## src/rtl/mem_port_arbiter.sv

```systemverilog
// mem_port_arbiter
// Shares one single-port synchronous RAM between the instruction-fetch port
// (read-only) and the data port (read/write). Each access takes an ISSUE
// cycle, where the memory strobes are driven, followed by a WAIT cycle, where
// the read data comes back and the owner is acked. Arbitration for the next
// access runs during WAIT, so the two ports can alternate back to back.
// When both ports ask at once, the one that did not win last time gets the
// grant.

module mem_port_arbiter #(
  parameter int ADDR_W = 32,
  parameter int DATA_W = 32,
  parameter int SEL_W  = 4
) (
  input  logic              clk,
  input  logic              rst,

  input  logic              i_req,
  input  logic [ADDR_W-1:0] i_addr,
  output logic [DATA_W-1:0] i_rdata,
  output logic              i_ack,

  input  logic              d_req,
  input  logic              d_we,
  input  logic [ADDR_W-1:0] d_addr,
  input  logic [DATA_W-1:0] d_wdata,
  input  logic [SEL_W-1:0]  d_sel,
  output logic [DATA_W-1:0] d_rdata,
  output logic              d_ack,

  output logic              stallreq,

  output logic              mem_ce,
  output logic              mem_we,
  output logic [ADDR_W-1:0] mem_addr,
  output logic [DATA_W-1:0] mem_wdata,
  output logic [SEL_W-1:0]  mem_sel,
  input  logic [DATA_W-1:0] mem_rdata
);

  typedef enum logic [1:0] {
    IDLE  = 2'd0,
    ISSUE = 2'd1,
    WAIT  = 2'd2
  } state_t;

  // Owner encoding: 0 = instruction port, 1 = data port.
  localparam logic OWNER_INST = 1'b0;
  localparam logic OWNER_DATA = 1'b1;

  state_t state;
  state_t state_next;
  logic   owner;
  logic   last_owner;
  logic   cand_i;
  logic   cand_d;
  logic   grant_valid;
  logic   grant_owner;
  logic   ack_active;

  // Arbitration: pick the next owner in IDLE or WAIT; the port being acked in WAIT sits out.
  always_comb begin
    cand_i      = i_req && !(state == WAIT && owner == OWNER_INST);
    cand_d      = d_req && !(state == WAIT && owner == OWNER_DATA);
    grant_valid = 1'b0;
    grant_owner = last_owner;
    if (state != ISSUE) begin
      if (cand_i && cand_d) begin
        grant_valid = 1'b1;
        grant_owner = ~last_owner;
      end else if (cand_i) begin
        grant_valid = 1'b1;
        grant_owner = OWNER_INST;
      end else if (cand_d) begin
        grant_valid = 1'b1;
        grant_owner = OWNER_DATA;
      end
    end
  end

  // Next-state logic: a grant always starts an ISSUE, ISSUE always moves to WAIT.
  always_comb begin
    state_next = IDLE;
    case (state)
      IDLE:    state_next = grant_valid ? ISSUE : IDLE;
      ISSUE:   state_next = WAIT;
      WAIT:    state_next = grant_valid ? ISSUE : IDLE;
      default: state_next = IDLE;
    endcase
  end

  // Acks and returned data; the ack is masked while reset is held so an aborted access never completes.
  always_comb begin
    ack_active = rst && (state == WAIT);
    i_ack      = ack_active && (owner == OWNER_INST);
    d_ack      = ack_active && (owner == OWNER_DATA);
    i_rdata    = i_ack ? mem_rdata : '0;
    d_rdata    = d_ack ? mem_rdata : '0;
    stallreq   = (i_req && !i_ack) || (d_req && !d_ack);
  end

  // State register together with owner bookkeeping; last_owner resets to data so the instruction port wins first.
  always_ff @(posedge clk) begin
    if (!rst) begin
      state      <= IDLE;
      owner      <= OWNER_INST;
      last_owner <= OWNER_DATA;
    end else begin
      state <= state_next;
      if (grant_valid) begin
        owner      <= grant_owner;
        last_owner <= grant_owner;
      end
    end
  end

  // Memory request registers: loaded on grant, strobes dropped after the single ISSUE cycle; address/data/select are kept.
  always_ff @(posedge clk) begin
    if (!rst) begin
      mem_ce    <= 1'b0;
      mem_we    <= 1'b0;
      mem_addr  <= '0;
      mem_wdata <= '0;
      mem_sel   <= '0;
    end else if (grant_valid) begin
      mem_ce <= 1'b1;
      if (grant_owner == OWNER_DATA) begin
        mem_we    <= d_we;
        mem_addr  <= d_addr;
        mem_wdata <= d_wdata;
        mem_sel   <= d_sel;
      end else begin
        mem_we    <= 1'b0;
        mem_addr  <= i_addr;
        mem_wdata <= '0;
        mem_sel   <= '1;
      end
    end else begin
      mem_ce <= 1'b0;
      mem_we <= 1'b0;
    end
  end

endmodule
```

## config.mk

```make
export PLATFORM = sky130hd
export DESIGN_NAME = mem_port_arbiter
export DESIGN_NICKNAME = d
export VERILOG_FILES = /design/src/rtl/mem_port_arbiter.sv
export SDC_FILE = /design/constraint.sdc
export NUM_CORES = 1
export LEC_CHECK = 0
export ABC_AREA = 1
export ABC_CLOCK_PERIOD_IN_PS = 3530
export CAP_MARGIN = 20
export CORE_AREA = 2 2 106 108
export DETAILED_ROUTE_END_ITERATION = 8
export DIE_AREA = 0 0 108 110
export PLACE_DENSITY = 0.78
export SYNTH_ARGS = -nofsm -noshare
export SYNTH_HDL_FRONTEND = slang
export SYNTH_SLANG_ARGS = --single-unit
export TNS_END_PERCENT = 10
```

## constraint.sdc

```tcl
create_clock -name clk -period 3.53 [get_ports clk]
set_input_delay 0.706 -clock clk [delete_from_list [all_inputs] [get_ports clk]]
set_output_delay 0.706 -clock clk [all_outputs]
set_load 0.05 [all_outputs]
```

==> flow_metrics.py <==
metrics = {
    "run_status": {
        "status": "finished, final reports clean",
    },
    "critical_path": {
        "crit_path_end_kind": "output port",
        "r2r-end": "mem_addr[15]$_SDFFE_PN0N_",
        "critPathLaunchType": "input port",
        "required_ns": 2.82,
        "cp_common_cell": "nor2_1",
        "r2r-start": "state[0]$_SDFF_PN0_",
        "path_class": "input port to output port",
        "slowest_delay_ns": 0.51,
        "arrival_ns": 2.64,
        "reg2reg_slack_ns": 1.47,
        "timing.critical_path.to": "d_rdata[1]",
        "slowest_stage": "inv_1",
        "crit_chain": "clkdlybuf4s50_1, nand3_1, nor2_1, inv_1, nor2_1, buf_12",
        "r2r_cells": 8,
        "cp_max_fo": 33,
        "crit_start": "rst",
    },
    "sta": {
        "skew_ns": 0.01435,
        "relSlewSlack_pct": 28.77,
        "setup_ws_ns": 0.1832,
        "timing.fmax_mhz": 298.8,
        "tns_ns": 0,
        "hold_viol": 0,
        "holdWs_ns": 0.4616,
        "period_minus_slack_ns": 3.347,
        "finalCritPeriodShare_pct": 94.81,
        "rsz0062_at_grt": "false",
        "finalSetupViolations": 0,
        "worstMarginPinSlew_ns": 1.067,
        "drv_slew": 0,
    },
    "route": {
        "avgViaCountPerCell": 4.694,
        "wl_um": 14180,
        "drc": 0,
        "firstDrtPassIters": 5,
        "wl_per_cell_um": 14.68,
        "vias": 4534,
        "drtAntennaViolNets": 0,
        "drtIter0Drc": 298,
    },
    "placed_design": {
        "place_congestion": 0.8583,
        "placed_cell_area_um2": 7063,
        "dp_hpwl_um": 10740,
        "portBuffers": 273,
        "dp_slack_ns": 0.2118,
    },
    "final_layout": {
        "layout-drive-gt1-share_pct": 11.62,
        "num_antenna_cells": 0,
        "final_area_um2": 7256,
        "fin_nets": 958,
        "area_delta_synth_final_pct": 98.80,
    },
    "cts": {
        "holdBufCountCts": 0,
        "cts_buffer_depth": 2,
        "cts_sinks": 74,
        "postCtsSetupBuffers": 0,
        "numCtsBuffers": 9,
        "cts_tree": "built",
        "htree_num_levels": 3,
        "path_clk_slew_ns": 0.08,
        "clock_latency_ns": 0.33,
        "post_cts_resized": 0,
        "cts-root-buf": "clkbuf_8",
    },
    "global_routing": {
        "grt_pass1_wl_um": 21250,
        "antenna_found_initial": 0,
        "grt_overflow": 0,
        "grt_usage_pct": 22.67,
        "grt_pass1_vias": 4288,
        "grt_max_degree": 53,
    },
    "floorplan": {
        "ios": 274,
        "dieArea_um2": 11880,
        "std_cell_rows": 38,
        "die_y_um": 110,
        "start_util_pct": 34.12,
        "core_um2": 10700,
        "die_w_um": 108,
    },
    "synth": {
        "syn_area_per_cell_um2": 6.381,
        "ys_async_sr_fraction_pct": 0,
        "synth_edf_count": 0,
        "synth.area.top_cells": "dfxtp_1, nand2_1, nand3_1",
        "syn_area_um2": 3650,
        "synthDistinctLibCells": 21,
        "yosys.area.top_type": "dfxtp_1",
        "ys.flop_type": "dfxtp_1",
        "synthCells": 572,
        "yosysSeqAreaShare_pct": 40.59,
        "synth_common_cells": "nand2_1, nand3_1, inv_1",
        "synth.most_common_cell": "nand2_1",
        "synth_top_area_share_pct": 40.59,
        "yosys_warnings": 0,
        "syn-num-nets": 709,
        "synth_seq_cells": 74,
    },
    "flow_run": {
        "maxCapViolCount": 0,
    },
    "min_path": {
        "holdCritPathClass": "flip-flop to flip-flop",
        "min_from": "mem_wdata[14]$_SDFFE_PN0N_",
    },
    "power": {
        "worst_ir_drop_vdd_v": 0.0002377,
        "finalPower_mw": 2.725,
        "p_leak_nw": 3.336,
        "p_per_area_nw_per_um2": 375.5,
    },
}
## per-layer routing
metal	vias to the layer above	track usage, %	routed length, um
met4	0	7.601	301
met2	191	40.88	7145
met3	24	7.349	1297
met1	2058	25.24	5438
li1	2261	-	-
met5	-	0	0
## cells by family (layout without fill, tap and decap cells)
group | after synthesis | after routing | synth area share (%)
flip-flops | 74 | 74 | 40.59
AND/OR/NAND/NOR | 320 | 320 | 37.74
buffers and inverters | 126 | 380 | 14.43
AO/OA/AOI/OAI | 52 | 52 | 7.234
## sequential cells by signal, summed over array words and instances, names as in the netlist
signal      cells
state           2
mem_addr       32
mem_ce          1
last_owner      1
mem_wdata      32
mem_sel         4
mem_we          1
owner           1
## per-stage QoR
step / cells / util, %
after floorplan: 572 / -
after global placement: 950 / 66.02
after detailed placement: 950 / 66.02
after CTS: 966 / 67.82
after global routing: 966 / 67.82
final: 966 / 67.82
## how the worst min path moves through the flow
stage | end | depth (start not counted)
CTS | mem_wdata[29]$_SDFFE_PN0N_ | 2
detailed placement | mem_wdata[29]$_SDFFE_PN0N_ | 2
global placement | mem_wdata[31]$_SDFFE_PN0N_ | 2
floorplan | state[0]$_SDFF_PN0_ | 1
finish | mem_wdata[14]$_SDFFE_PN0N_ | 2
global route | mem_wdata[29]$_SDFFE_PN0N_ | 2
## worst max-delay path: cells and delay by family
family                 cells  cell delay (ns)
buffers and inverters      3             1.17
AND/OR/NAND/NOR            3             0.75
## layout by cell type (no fill, tap or decap), types with 3 or more instances in the layout
master	count
buf_12	67
nand3_1	99
nand2_1	136
a21oi_1	33
clkbuf_8	9
dfxtp_1	74
o21ai_0	18
inv_1	84
clkdlybuf4s50_1	206
nor2_1	76
inv_2	3
buf_4	3
nand2_2	3
## area by class of cell
class / instances / area (um2)
well taps: 140 / 175.2
clock inverters: 6 / 65.06
fillers: 882 / 3442
multi-input cells: 372 / 1650
inverters: 88 / 330.3
repair buffers: 276 / 3426
flip-flops and latches: 74 / 1481
clock buffers: 10 / 127.6
## power by group
group | switching, mW | internal, mW
Combinational | 0.689 | 0.422
Clock | 0.307 | 0.328
Sequential | 0.0495 | 0.929
Power figures use the tool's default switching activity.
